**config.mk**
```make
export PLATFORM = sky130hd
export DESIGN_NAME = mmio_uart_tx
export DESIGN_NICKNAME = d
export VERILOG_FILES = /design/src/rtl/uart_pkg.sv /design/src/rtl/uart_tx_fifo.sv /design/src/rtl/mmio_uart_tx.sv
export SDC_FILE = /design/constraint.sdc
export NUM_CORES = 1
export LEC_CHECK = 0
export ABC_AREA = 1
export CAP_MARGIN = 5
export CORE_MARGIN = 2
export CORE_UTILIZATION = 50
export DETAILED_ROUTE_END_ITERATION = 12
export PLACE_DENSITY = 0.75
export SETUP_SLACK_MARGIN = 0.2
export SYNTH_ARGS = -nofsm -noshare
export SYNTH_HDL_FRONTEND = slang
export SYNTH_SLANG_ARGS = --single-unit
```
**constraint.sdc**
```tcl
create_clock -name clk -period 3.1 [get_ports clk]
set_clock_uncertainty 0.1 [all_clocks]
set_input_delay 0.465 -clock clk [delete_from_list [all_inputs] [get_ports clk]]
set_output_delay 0.465 -clock clk [all_outputs]
set_load 0.01 [all_outputs]
```
**src/rtl/uart_pkg.sv**
```systemverilog
// Shared types and register map for the memory-mapped UART transmitter.
package uart_pkg;

   typedef enum logic [1:0] {
      IDLE  = 2'd0,
      START = 2'd1,
      DATA  = 2'd2,
      STOP  = 2'd3
   } uart_state_t;

   // Byte offsets from the peripheral base address.
   localparam int unsigned TXDATA_OFF = 0;
   localparam int unsigned STATUS_OFF = 4;

   // STATUS register bit positions.
   localparam int unsigned BUSY        = 0;
   localparam int unsigned EMPTY       = 1;
   localparam int unsigned FULL        = 2;
   localparam int unsigned OVF         = 3;
   localparam int unsigned STATUS_BITS = 4;

endpackage

```
**src/rtl/uart_tx_fifo.sv**
```systemverilog
// Synchronous byte FIFO with first-word fall-through read data.
module uart_tx_fifo #(
   parameter int unsigned DEPTH = 8,
   parameter int unsigned WIDTH = 8
) (
   input  logic                     clk,
   input  logic                     reset,
   input  logic                     push,
   input  logic                     pop,
   input  logic [WIDTH-1:0]         push_data,
   output logic [WIDTH-1:0]         pop_data_c,
   output logic                     full,
   output logic                     empty,
   output logic [$clog2(DEPTH):0]   count
);

   localparam int unsigned PTR_W = $clog2(DEPTH);
   localparam int unsigned CNT_W = PTR_W + 1;

   logic [WIDTH-1:0] mem [DEPTH];
   logic [PTR_W-1:0] wr_ptr;
   logic [PTR_W-1:0] rd_ptr;
   logic [CNT_W-1:0] count_n;
   logic             do_push;
   logic             do_pop;

   // A push into a full FIFO is legal when the same cycle frees a slot.
   assign do_pop  = pop & ~empty;
   assign do_push = push & (~full | do_pop);

   always_comb begin
      count_n = count;
      if (do_push && !do_pop)
         count_n = count + CNT_W'(1);
      else if (do_pop && !do_push)
         count_n = count - CNT_W'(1);
   end

   always_ff @(posedge clk or posedge reset) begin
      if (reset) begin
         wr_ptr <= '0;
         rd_ptr <= '0;
         count  <= '0;
         full   <= 1'b0;
         empty  <= 1'b1;
      end else begin
         if (do_push)
            wr_ptr <= wr_ptr + PTR_W'(1);
         if (do_pop)
            rd_ptr <= rd_ptr + PTR_W'(1);
         count <= count_n;
         full  <= (count_n == CNT_W'(DEPTH));
         empty <= (count_n == CNT_W'(0));
      end
   end

   // Storage carries no reset; occupancy is tracked by the pointers and count.
   always_ff @(posedge clk) begin
      if (do_push)
         mem[wr_ptr] <= push_data;
   end

   assign pop_data_c = mem[rd_ptr];

endmodule

```
**src/rtl/mmio_uart_tx.sv**
```systemverilog
// Memory-mapped 8N1 UART transmitter: bus decode, STATUS register, TX FIFO and bit-timing FSM.
module mmio_uart_tx
   import uart_pkg::*;
#(
   parameter int unsigned DATA_W       = 32,
   parameter int unsigned CLKS_PER_BIT = 868,
   parameter int unsigned FIFO_DEPTH   = 8,
   parameter logic [8:0]  BASE_ADDR    = 9'h1F0
) (
   input  logic              clk,
   input  logic              reset,
   input  logic              wr,
   input  logic              rd,
   input  logic [8:0]        addr,
   input  logic [DATA_W-1:0] wr_data,
   output logic [DATA_W-1:0] rd_data_o,
   output logic              hit_o,
   output logic              tx_o,
   output logic              busy_o
);

   localparam int unsigned BAUD_W = (CLKS_PER_BIT > 1) ? $clog2(CLKS_PER_BIT) : 1;
   localparam int unsigned CNT_W  = $clog2(FIFO_DEPTH) + 1;
   localparam logic [6:0]  TXDATA_WORD = BASE_ADDR[8:2] + 7'(TXDATA_OFF / 4);
   localparam logic [6:0]  STATUS_WORD = BASE_ADDR[8:2] + 7'(STATUS_OFF / 4);

   uart_state_t       state;
   uart_state_t       state_n;
   logic [BAUD_W-1:0] baud;
   logic [BAUD_W-1:0] baud_n;
   logic [2:0]        bit_idx;
   logic [2:0]        bit_idx_n;
   logic [7:0]        shift;
   logic [7:0]        shift_n;
   logic              tx_q;
   logic              tx_n;
   logic              baud_end;

   logic              sel_tx;
   logic              sel_st;
   logic              tx_wr;
   logic              st_wr;
   logic              overflow;

   logic              pop;
   logic              push;
   logic [7:0]        fifo_data;
   logic              fifo_full;
   logic              fifo_empty;
   logic [CNT_W-1:0]  fifo_count;

   logic [STATUS_BITS-1:0] status;
   logic                   unused_bits;

   // Register decode on word address.
   assign sel_tx = (addr[8:2] == TXDATA_WORD);
   assign sel_st = (addr[8:2] == STATUS_WORD);
   assign hit_o  = sel_tx | sel_st;
   assign tx_wr  = wr & sel_tx;
   assign st_wr  = wr & sel_st;

   assign push = tx_wr & (~fifo_full | pop);

   uart_tx_fifo #(
      .DEPTH (FIFO_DEPTH),
      .WIDTH (8)
   ) u_fifo (
      .clk        (clk),
      .reset      (reset),
      .push       (push),
      .pop        (pop),
      .push_data  (wr_data[7:0]),
      .pop_data_c (fifo_data),
      .full       (fifo_full),
      .empty      (fifo_empty),
      .count      (fifo_count)
   );

   // Sticky overflow: set on a dropped byte, cleared by writing 1 to STATUS[OVF].
   always_ff @(posedge clk or posedge reset) begin
      if (reset)
         overflow <= 1'b0;
      else if (tx_wr && fifo_full && !pop)
         overflow <= 1'b1;
      else if (st_wr && wr_data[OVF])
         overflow <= 1'b0;
   end

   always_comb begin
      status        = '0;
      status[BUSY]  = (state != IDLE);
      status[EMPTY] = fifo_empty;
      status[FULL]  = fifo_full;
      status[OVF]   = overflow;
   end

   assign rd_data_o = (rd && sel_st) ? DATA_W'(status) : '0;
   assign busy_o    = (state != IDLE) | ~fifo_empty;
   assign tx_o      = tx_q;

   assign baud_end = (baud == BAUD_W'(CLKS_PER_BIT - 1));

   // State and datapath registers.
   always_ff @(posedge clk or posedge reset) begin
      if (reset) begin
         state   <= IDLE;
         baud    <= '0;
         bit_idx <= '0;
         shift   <= '0;
         tx_q    <= 1'b1;
      end else begin
         state   <= state_n;
         baud    <= baud_n;
         bit_idx <= bit_idx_n;
         shift   <= shift_n;
         tx_q    <= tx_n;
      end
   end

   // Next-state logic; tx_n is the line level for the bit about to start.
   always_comb begin
      state_n   = state;
      baud_n    = baud;
      bit_idx_n = bit_idx;
      shift_n   = shift;
      tx_n      = tx_q;
      pop       = 1'b0;
      case (state)
         IDLE: begin
            baud_n = '0;
            tx_n   = 1'b1;
            if (!fifo_empty) begin
               pop     = 1'b1;
               shift_n = fifo_data;
               tx_n    = 1'b0;
               state_n = START;
            end
         end
         START: begin
            if (baud_end) begin
               baud_n    = '0;
               bit_idx_n = '0;
               tx_n      = shift[0];
               state_n   = DATA;
            end else begin
               baud_n = baud + BAUD_W'(1);
            end
         end
         DATA: begin
            if (baud_end) begin
               baud_n = '0;
               if (bit_idx == 3'd7) begin
                  tx_n    = 1'b1;
                  state_n = STOP;
               end else begin
                  bit_idx_n = bit_idx + 3'd1;
                  shift_n   = {1'b0, shift[7:1]};
                  tx_n      = shift[1];
               end
            end else begin
               baud_n = baud + BAUD_W'(1);
            end
         end
         STOP: begin
            if (baud_end) begin
               baud_n = '0;
               // Back-to-back frames: the next start bit follows the stop bit directly.
               if (!fifo_empty) begin
                  pop     = 1'b1;
                  shift_n = fifo_data;
                  tx_n    = 1'b0;
                  state_n = START;
               end else begin
                  tx_n    = 1'b1;
                  state_n = IDLE;
               end
            end else begin
               baud_n = baud + BAUD_W'(1);
            end
         end
         default: begin
            tx_n    = 1'b1;
            state_n = IDLE;
         end
      endcase
   end

   assign unused_bits = ^{wr_data[DATA_W-1:8], addr[1:0], fifo_count};

endmodule
```
==> summary.log, run 1 <==
[status] run status finished clean
[critical_path] category of the worst setup path launch point input port
[finish] commonest non-fill, non-tap cells in the layout 66 x sky130_fd_sc_hd__nand2_1, 64 x sky130_fd_sc_hd__edfxtp_1, 54 x sky130_fd_sc_hd__nor2_1
[clock_network] CTS H-Tree Depth 3
[finish] layout overhead on the synthesized area 11.8%
[clock_network] buffers from clock root to sink, at most 2
[routing] First-pass DRT Iterations 4
[critical_path] destination of the worst register-to-register timing path u_fifo.mem[0][1]
[timing] Sum Neg Setup Slack 0 ns
[timing] Setup violations, final 0
[critical_path] highest net fanout along the worst path 4
[die] Horiz. Die Dim 103 um
[routing] number of nets with antenna violations after detailed routing 0
[critical_path] reg-to-reg setup timing slack 0.45 ns
[global_routing] pin count of the biggest net entering global routing 38
[finish] Non-Filler Instances 634
[clock_network] CTS sink count 101
[timing] final cycle utilization of the critical path 0.861
[routing] Residual DRC 0
[finish] count of nets after finishing 554
[synthesis] proportion of synthesized chip area in sequential cells 0.582
[place] Port Buf Inserts 25
[timing] unrepaired setup endpoints after global routing false
[global_routing] GR Overflow Total 0
[critical_path] category of the most critical setup path in -> out
[die] top-level port count 80
[timing] measured slew at the worst slew-check pin 0.643 ns
[power] leakage power 2.22 nW
[global_routing] global-route wire length before repair 15,000 um
[clock_network] cts hold-fix bufs 0
[synthesis] count of synthesis-stage warnings from yosys 0
[clock_network] cts bufs inserted 9
[critical_path] beginning of the worst register-to-register path state[0]
[finish] fill cell total of the finished layout 826
[global_routing] number of global-route vias before repair 3,050
[power] Max rail drop VDD 0.315 mV
[finish] number of diodes added for antenna fixing 0
[die] effective utilization at floorplan 0.508
[finish] ratio of cells with drive above 1 in the final layout 0.128
[timing] hold violation total from the final report 0
[die] number of standard-cell rows in the floorplan 36
[synthesis] number of flip-flops and latches in the synthesized netlist 101
[place] Placed Instances 618
[place] worst setup timing slack at the placement stage 0.328 ns
[synthesis] Synth Cell Area 4890 um2
[global_routing] antenna violations before repair 0
[routing] wire length per cell after detailed routing 14.6 um
[timing] relative max-transition margin 0.571
[timing] Final Critical Period 2.67 ns
[die] area of the placeable core 9640 um2
[clock_network] CTS root buffer sky130_fd_sc_hd__clkbuf_8
[clock_network] clock tree from TritonCTS done
[critical_path] data arrival time at the worst-slack endpoint 2.10 ns
[routing] detailed-route via count 3,250
[finish] leading cell type in the layout, fill and taps excluded sky130_fd_sc_hd__nand2_1
[critical_path] endpoint class of the critical path output port
[power] power density over the cells 446 nW/um2
[routing] routed vias/inst 5.13
[routing] post-detailed-routing wire length 9230 um
[critical_path] crit-path most repeated cell sky130_fd_sc_hd__clkdlybuf4s50_1
[critical_path] crit path capture rd_data_o[1]
[routing] DR iter-0 viols 194
[critical_path] worst path required time 2.53 ns
[critical_path] series of cell instances along the critical path clkdlybuf4s50_1, inv_1, nor4_2, nand2_1, nor2_1, clkdlybuf4s50_1
[clock_network] clk slew on worst S/H paths 0.12 ns
[die] Die ar. 10,600 um2
[critical_path] slowest stage cell, crit path sky130_fd_sc_hd__clkdlybuf4s50_1
[global_routing] GRT Total Usage 0.190
[place] placed wire-length estimate after detailed placement 6330 um
[critical_path] number of cells traversed by the worst register-to-register path 12
[place] routability congestion estimate 0.835
[timing] maximum clock rate 0.375 GHz
[critical_path] startpoint of the most critical setup path addr[2]
[clock_network] Setup Fix Bufs, Post-CTS 0
[clock_network] clock insertion delay at the later pin of the skew report 0.38 ns
[die] chip height 103 um
[timing] final worst slack 0.430 ns
[flow_run] number of violations of the max-capacitance limit 0
[critical_path] critical path's largest stage delay 0.54 ns
[worst_hold_path] path category of the worst min-delay check in -> async
[synthesis] Post-Synthesis Cells 460
[timing] count of pins over their slew limit 0
[synthesis] distinct cell type count of the synthesized netlist 44
[synthesis] average footprint of a synthesized cell 10.6 um2
[per-stage QoR]
step,hold slack (ns),instance area (um2),utilization,power (mW)
finish,0.375,5470,0.568,2.44
global route,0.434,5470,0.568,2.54
CTS,0.389,5470,0.567,2.46
floorplan,0.350,4990,-,1.58
global placement,0.364,5250,0.544,1.59
detailed placement,0.375,5250,0.544,1.60
[repair_timing]
item / CTS / global route
setup endpoints to repair: 0 / 2
endpoints found under the hold margin: 0 / 0
gates resized for setup: 0 / 1
[logic make-up (layout without fill, tap and decap cells)]
family,Yosys count,in the layout,share of synthesized area
AND/OR/NAND/NOR,184,184,0.188
flip-flops,101,101,0.582
AO/OA/AOI/OAI,76,76,0.0938
buffers and inverters,73,87,0.0800
adder cells (fa/ha/maj),13,13,0.0332
XOR/XNOR,12,12,0.0215
other,1,28,0.000766
[critical path, delay by kind of cell]
family,cells,cell delay (ns)
simple gates,3,0.56
buf+inv,3,1.09
[how the worst min path moves through the flow]
stage,endpoint,slack [ns]
2_1_floorplan,shift[5],0.35
3_3_place_gp,shift[6],0.36
3_5_place_dp,shift[4],0.38
4_1_cts,u_fifo.wr_ptr[0],0.39
5_1_grt,baud[0],0.43
6_report,u_fifo.wr_ptr[0],0.37
[cell usage after synthesis (all sizes together)]
cell type / number / area (um2)
xor2: 11 / 96.3
inv: 33 / 134
nor3b: 2 / 20.0
and3: 1 / 6.26
a32o: 3 / 30.0
edfxtp: 64 / 1920
a21oi: 8 / 51.3
or2: 3 / 18.8
nand3b: 2 / 15.0
nor3: 15 / 100
nor2: 58 / 238
nand2: 75 / 343
o22ai: 15 / 93.8
clkinv: 1 / 3.75
xnor2: 1 / 8.76
buf: 30 / 220
o21ai: 40 / 200
nor4: 1 / 6.26
o31ai: 1 / 12.5
dfrtp: 35 / 876
nand4: 4 / 31.3
nand3: 23 / 143
o221ai: 3 / 26.3
ha: 13 / 163
conb: 1 / 3.75
dfstp: 2 / 52.6
o211ai: 6 / 45.0
clkbuf: 9 / 33.8
[per-layer routing]
layer  share of wire  routed length (um)  GRT usage  vias to the layer above
met4           0.012                 107     0.0628                        0
met2            0.52                4750      0.325                       87
met3           0.057                 522     0.0353                       10
li1                -                   -          -                     1603
met5               0                   0          0                        -
met1            0.42                3840      0.246                     1550
[final cells by class]
class | count | area [um2] | share of cell area
clock buffers | 9 | 124 | 0.0226
clock inverters | 7 | 93.8 | 0.0172
inverters | 34 | 138 | 0.0252
multi-input cells | 313 | 1760 | 0.322
flip-flops and latches | 101 | 2850 | 0.521
well taps | 133 | 166 | 0.0304
repair buffers | 37 | 340 | 0.0622
[power breakdown]
part           total, mW  leakage [nW]  internal [mW]  switching, mW
logic              0.111          1.08         0.0399         0.0708
clock network      0.867         0.108          0.334          0.533
registers           1.46          1.03           1.44         0.0167
total               2.44          2.22           1.82          0.620
[flip-flops by register name (all words and copies together), names as in the netlist]
signal,cells
shift,8
u_fifo.rd_ptr,3
overflow,1
u_fifo.wr_ptr,3
u_fifo.mem,64
u_fifo.count,4
tx_o,1
u_fifo.full,1
u_fifo.empty,1
state,2
baud,10
bit_idx,3
Power figures use the tool's default switching activity.
==> run 2: changes to the inputs <==
Settings changed: CORE_UTILIZATION 50 to 48, PLACE_DENSITY 0.75 to 0.76.
Clock period 3.1 ns to 2.4 ns, I/O delays scaled along.
==> summary.log, run 2 (same netlist as run 1, synthesis figures left out) <==
[clock_network] clock tree from TritonCTS done
[critical_path] category of the most critical setup path reg -> reg
[timing] count of pins over their slew limit 0 [unchanged]
[power] net switching power 775 uW [+25%]
[global_routing] antenna violations before repair 0 [unchanged]
[power] overall power 3.10 mW [+27%]
[finish] number of diodes added for antenna fixing 0 [unchanged]
[die] Die ar. 11,000 um2 [+4.0%]
[global_routing] global-route wire length before repair 15,600 um [+3.9%]
[die] chip height 105 um [+2.0%]
[timing] maximum clock rate 0.450 GHz
[finish] ratio of cells with drive above 1 in the final layout 0.193 [+0.0657]
[global_routing] GR Overflow Total 0 [unchanged]
[die] area of the placeable core 9820 um2 [+1.9%]
[power] Max rail drop VDD 0.423 mV [+34%]
[place] Port Buf Inserts 25 [unchanged]
[power] internal power 2.32 mW [+28%]
[flow_run] number of violations of the max-capacitance limit 0 [unchanged]
[critical_path] endpoint class of the critical path register
[finish] max reg flops 64 [unchanged]
[routing] detailed-route via count 3,383 [+4.1%]
[worst_hold_path] path category of the worst min-delay check in -> async
[routing] number of nets with antenna violations after detailed routing 0 [unchanged]
[routing] Residual DRC 0 [unchanged]
[die] Horiz. Die Dim 105 um [+2.0%]
[power] sequential group share of total power 0.613 [+0.014]
[routing] post-detailed-routing wire length 9740 um [+5.6%]
[critical_path] number of cells traversed by the worst register-to-register path 12 [unchanged]
[critical_path] beginning of the worst register-to-register path state[1]
[global_routing] GRT Total Usage 0.179 [-0.0115]
[power] power density over the cells 530 nW/um2 [+19%]
[finish] largest register by flop count u_fifo.mem
[finish] layout overhead on the synthesized area 19.5%
[finish] commonest non-fill, non-tap cells in the layout 65 x sky130_fd_sc_hd__nand2_1, 64 x sky130_fd_sc_hd__edfxtp_1, 54 x sky130_fd_sc_hd__nor2_1
[timing] final cycle utilization of the critical path 0.926
[critical_path] reg-to-reg setup timing slack 0.18 ns [-0.27 ns]
[critical_path] highest net fanout along the worst path 8 [+4]
[finish] utilization after layout 0.596 [+0.0279]
[critical_path] data arrival time at the worst-slack endpoint 2.21 ns [+0.11 ns]
[clock_network] CTS H-Tree Depth 3 [unchanged]
[routing] wire length per cell after detailed routing 14.9 um [+2.2%]
[routing] First-pass DRT Iterations 5 [+1]
[place] placed wire-length estimate after detailed placement 6380 um [+0.81%]
[die] top-level port count 80 [unchanged]
[clock_network] clock insertion delay at the later pin of the skew report 0.37 ns [about the same]
[critical_path] category of the worst setup path launch point register
[power] power share of the clock group 0.334 [-0.021]
[place] worst setup timing slack at the placement stage -0.165 ns [-0.492 ns]
[power] leakage power 2.37 nW [+6.6%]
[power] net switching share of the total power 0.250 [-0.00413]
[critical_path] worst path required time 2.39 ns [-0.14 ns]
[clock_network] CTS sink count 101 [unchanged]
[finish] registers with the most flip-flops u_fifo.mem x64, baud x10, shift x8
[timing] Final Critical Period 2.22 ns
[critical_path] crit path capture u_fifo.mem[4][3]
[finish] count of nets after finishing 575 [+3.8%]
[routing] DR iter-0 viols 230 [+19%]
[finish] leading cell type in the layout, fill and taps excluded sky130_fd_sc_hd__nand2_1
[critical_path] destination of the worst register-to-register timing path u_fifo.mem[4][3]
[timing] hold violation total from the final report 0 [unchanged]
[timing] Setup violations, final 0 [unchanged]
[timing] measured slew at the worst slew-check pin 0.542 ns [-0.101 ns]
[global_routing] number of global-route vias before repair 3,253 [+6.7%]
[critical_path] startpoint of the most critical setup path state[1]
[clock_network] clk slew on worst S/H paths 0.10 ns [-0.02 ns]
[clock_network] cts bufs inserted 9 [unchanged]
[timing] unrepaired setup endpoints after global routing true
[timing] final worst slack 0.177 ns [-0.254 ns]
[routing] routed vias/inst 5.16 [+0.75%]
[die] number of standard-cell rows in the floorplan 36 [unchanged]
[global_routing] pin count of the biggest net entering global routing 38 [unchanged]
[status] run status finished clean
[timing] relative max-transition margin 0.638 [+0.0669]
[die] effective utilization at floorplan 0.498 [-0.00931]
[power] Combinational Power Share 0.053 [+0.008]
[clock_network] buffers from clock root to sink, at most 2 [unchanged]
[clock_network] CTS root buffer sky130_fd_sc_hd__clkbuf_8
[place] routability congestion estimate 0.776 [-7.1%]
[run 2: changes by cell type in the layout (fill, tap and decap cells not counted), sizes merged]
cell           change
clkinv             -1
clkinvlp           +2
dlymetal6s2s       +1
clkdlybuf4s50      -6
dlygate4sd2        +3
buf               +22
clkdlybuf4s15      +1
inv                -1
[run 2: what timing repair did]
item | CTS | global route
setup endpoints to repair | 70 | 69
gates resized for setup | 14 | 6
pin swaps | 5 | 8
buffers inserted | 12 | 3
hold buffers | 0 | 0
[run 2: area by class of cell]
| cell class | count | area (um2) |
|---|---|---|
| multi-input combinational | 313 | 1900 |
| clock inverter | 7 | 68.8 |
| tap | 133 | 166 |
| fill | 794 | 3970 |
| clock buffer | 9 | 124 |
| sequential | 101 | 2850 |
| inverter | 34 | 143 |
| timing repair buffer | 58 | 592 |
[run 2: per-stage QoR]
stage	instances	hold slack (ns)	setup TNS, ns	area [um2]
after global placement	624	0.364	-0.513	5500
final	655	0.290	0	5850
after CTS	652	0.306	0	5810
after detailed placement	624	0.372	-0.621	5500
after global routing	655	0.333	0	5850
after floorplan	487	0.350	0	5100
[run 2: power by group through the flow]
stage	clock network (mW)	registers (mW)	logic [mW]
4_1_cts	1.05	1.90	0.166
6_report	1.04	1.90	0.166
2_1_floorplan	0	1.93	0.128
3_5_place_dp	0	1.93	0.162
5_1_grt	1.11	1.90	0.185
3_3_place_gp	0	1.93	0.153
[run 2: worst min path at each step]
stage | start | to | slack, ns | cells after the start
after detailed placement | shift[5] | shift[5] | 0.37 | 2
final | reset | u_fifo.count[0] | 0.29 | 3
after global routing | reset | u_fifo.rd_ptr[2] | 0.33 | 3
after CTS | reset | u_fifo.wr_ptr[0] | 0.31 | 3
after global placement | shift[6] | shift[6] | 0.36 | 2
after floorplan | shift[5] | shift[5] | 0.35 | 2
[run 2: critical path, stage by stage, from the launching register on]
cell	delay, ns
sky130_fd_sc_hd__dfrtp_1	0.45
sky130_fd_sc_hd__ha_2	0.22
sky130_fd_sc_hd__inv_2	0.06
sky130_fd_sc_hd__nor3_4	0.21
sky130_fd_sc_hd__nand3_4	0.13
sky130_fd_sc_hd__nand2_8	0.09
sky130_fd_sc_hd__inv_6	0.03
sky130_fd_sc_hd__nand2_4	0.05
sky130_fd_sc_hd__nand2_4	0.07
sky130_fd_sc_hd__inv_8	0.09
sky130_fd_sc_hd__nand2_8	0.07
sky130_fd_sc_hd__nor3_4	0.21
sky130_fd_sc_hd__buf_12	0.16
[run 2: routing by layer]
metal	GRT usage	vias to the layer above	part of all wire
met5	0	-	0
met4	0.0524	0	0.013
met3	0.0337	13	0.048
met2	0.301	112	0.50
met1	0.236	1611	0.44
li1	-	1647	-
==> run 3: changes to the inputs <==
Settings changed: CORE_MARGIN 2 to default.
==> summary.log, run 3 (same netlist as run 1, synthesis figures left out) <==
[flow_run] number of violations of the max-capacitance limit 0 [unchanged]
[critical_path] slowest stage cell, crit path sky130_fd_sc_hd__dfrtp_1
[clock_network] cts hold-fix bufs 0 [unchanged]
[routing] DR iter-0 viols 271 [+18%]
[critical_path] number of cells traversed by the worst register-to-register path 12 [unchanged]
[clock_network] CTS root buffer sky130_fd_sc_hd__clkbuf_8
[critical_path] destination of the worst register-to-register timing path u_fifo.mem[5][3]
[critical_path] category of the most critical setup path reg -> reg
[global_routing] GR Overflow Total 0 [unchanged]
[timing] maximum clock rate 0.455 GHz [+1.2%]
[finish] largest register by flop count u_fifo.mem
[critical_path] endpoint class of the critical path register
[status] run status finished clean
[die] chip height 103 um [-1.9%]
[clock_network] CTS H-Tree Depth 3 [unchanged]
[routing] wire length per cell after detailed routing 14.3 um [-4.0%]
[finish] leading cell type in the layout, fill and taps excluded sky130_fd_sc_hd__nand2_1
[global_routing] number of global-route vias before repair 3,228 [-0.77%]
[routing] Residual DRC 0 [unchanged]
[critical_path] worst path required time 2.38 ns [about the same]
[timing] relative max-transition margin 0.662 [+0.0240]
[critical_path] series of cell instances along the critical path ha_2, inv_2, nor3_4, nand3_4, nand2_8, inv_4, nand2_4, nand2_4, inv_8, nand2_8, nor3_4, buf_12
[die] Die ar. 10,600 um2 [-3.8%]
[die] area of the placeable core 9820 um2 [unchanged]
[routing] detailed-route via count 3,446 [+1.9%]
[critical_path] startpoint of the most critical setup path state[1]
[place] worst setup timing slack at the placement stage -0.165 ns [-0.0000720 ns]
[finish] layout overhead on the synthesized area 20.0%
[power] Max rail drop VDD 0.363 mV [-14%]
[place] Placed Instances 624 [unchanged]
[finish] max reg flops 64 [unchanged]
[clock_network] clock insertion delay at the later pin of the skew report 0.36 ns [about the same]
[worst_hold_path] path category of the worst min-delay check in -> async
[place] Port Buf Inserts 25 [unchanged]
[timing] measured slew at the worst slew-check pin 0.506 ns [-0.0359 ns]
[clock_network] buffers from clock root to sink, at most 2 [unchanged]
[critical_path] data arrival time at the worst-slack endpoint 2.18 ns [-0.03 ns]
[die] effective utilization at floorplan 0.498 [unchanged]
[die] number of standard-cell rows in the floorplan 36 [unchanged]
[timing] Final Critical Period 2.20 ns [-0.0271 ns]
[finish] Non-Filler Instances 654 [-0.15%]
[finish] registers with the most flip-flops u_fifo.mem x64, baud x10, shift x8
[critical_path] beginning of the worst register-to-register path state[1]
[routing] First-pass DRT Iterations 5 [unchanged]
[timing] Min Hold Slack 0.300 ns [+0.0103 ns]
[global_routing] global-route wire length before repair 15,100 um [-3.3%]
[power] power density over the cells 553 nW/um2 [+4.4%]
[power] overall power 3.25 mW [+4.8%]
[critical_path] highest net fanout along the worst path 8 [unchanged]
[clock_network] clk slew on worst S/H paths 0.10 ns [about the same]
[global_routing] antenna violations before repair 0 [unchanged]
[clock_network] clock tree from TritonCTS done
[timing] count of pins over their slew limit 0 [unchanged]
[critical_path] category of the worst setup path launch point register
[finish] final non-filler cell area 5870 um2 [+0.41%]
[timing] hold violation total from the final report 0 [unchanged]
[finish] count of nets after finishing 575 [unchanged]
[finish] number of diodes added for antenna fixing 0 [unchanged]
[timing] final cycle utilization of the critical path 0.915 [-0.0113]
[timing] final worst slack 0.204 ns [+0.0271 ns]
[critical_path] critical path's largest stage delay 0.42 ns [-0.03 ns]
[timing] unrepaired setup endpoints after global routing true
[die] top-level port count 80 [unchanged]
[finish] ratio of cells with drive above 1 in the final layout 0.194 [+0.000371]
[routing] post-detailed-routing wire length 9340 um [-4.2%]
[place] placed wire-length estimate after detailed placement 6170 um [-3.3%]
[power] leakage power 2.38 nW [+0.46%]
[critical_path] crit path capture u_fifo.mem[5][3]
[die] Horiz. Die Dim 103 um [-1.9%]
[clock_network] CTS sink count 101 [unchanged]
[timing] Setup violations, final 0 [unchanged]
[place] Post-DP Area 5500 um2 [unchanged]
[finish] commonest non-fill, non-tap cells in the layout 65 x sky130_fd_sc_hd__nand2_1, 64 x sky130_fd_sc_hd__edfxtp_1, 54 x sky130_fd_sc_hd__nor2_1
[routing] number of nets with antenna violations after detailed routing 0 [unchanged]
[global_routing] pin count of the biggest net entering global routing 38 [unchanged]
[critical_path] reg-to-reg setup timing slack 0.20 ns [+0.03 ns]
[routing] routed vias/inst 5.27 [+2.0%]
[place] routability congestion estimate 0.807 [+4.0%]
[clock_network] cts bufs inserted 9 [unchanged]
[global_routing] GRT Total Usage 0.190 [+0.0114]
==> run 3: changes by cell type in the layout (fill, tap and decap cells not counted), sizes merged, moves of 2 or more <==
cell,before,now
bufinv,0,2
clkdlybuf4s15,1,3
clkinvlp,2,0
dlygate4sd2,3,1
==> run 3: layout make-up <==
type | count | area [um2]
timing repair buffer | 58 | 592
inverter | 34 | 140
tap | 133 | 166
clock buffer | 9 | 124
fill | 783 | 3950
clock inverter | 6 | 93.8
sequential | 101 | 2850
multi-input combinational | 313 | 1910
==> run 3: worst min path at each step <==
stage                  start                to  slack (ns)  depth (start not counted)
detailed placement  shift[3]          shift[3]        0.37                          2
floorplan           shift[5]          shift[5]        0.35                          2
CTS                    reset  u_fifo.wr_ptr[0]        0.31                          3
global route           reset  u_fifo.wr_ptr[0]        0.34                          3
finish                 reset  u_fifo.wr_ptr[0]        0.30                          3
global placement    shift[6]          shift[6]        0.36                          2
==> run 3: critical path: cells and delay by family (launching register included) <==
family / cells / cell delay [ns]
buffers and inverters: 4 / 0.35
adders and majority gates: 1 / 0.21
DFF: 1 / 0.42
and+or+nand+nor: 7 / 0.84
==> run 3: power by group <==
group / switching, mW / total, mW / internal, mW / leakage (nW)
sequential: 0.0326 / 1.90 / 1.87 / 1.03
clock: 0.592 / 1.19 / 0.595 / 0.112
combinational: 0.107 / 0.164 / 0.0564 / 1.24
total: 0.732 / 3.25 / 2.52 / 2.38
==> run 3: timing repair <==
action,in CTS,in global routing
setup buffers,12,3
endpoints found under the setup margin,70,68
pin swaps,7,10
gates resized for setup,8,12
==> run 3: through the flow <==
step / util / TNS [ns]
2_1_floorplan: - / 0
3_3_place_gp: 0.560 / -0.513
3_5_place_dp: 0.560 / -0.644
4_1_cts: 0.593 / 0
5_1_grt: 0.598 / 0
6_report: 0.598 / 0
==> run 3: per-layer routing <==
| layer | up-vias | track usage | routed length [um] |
|---|---|---|---|
| li1 | 1650 | - | - |
| met1 | 1646 | 0.244 | 3990 |
| met2 | 132 | 0.310 | 4580 |
| met3 | 18 | 0.0434 | 571 |
| met4 | 0 | 0.0813 | 195 |
| met5 | - | 0 | 0 |
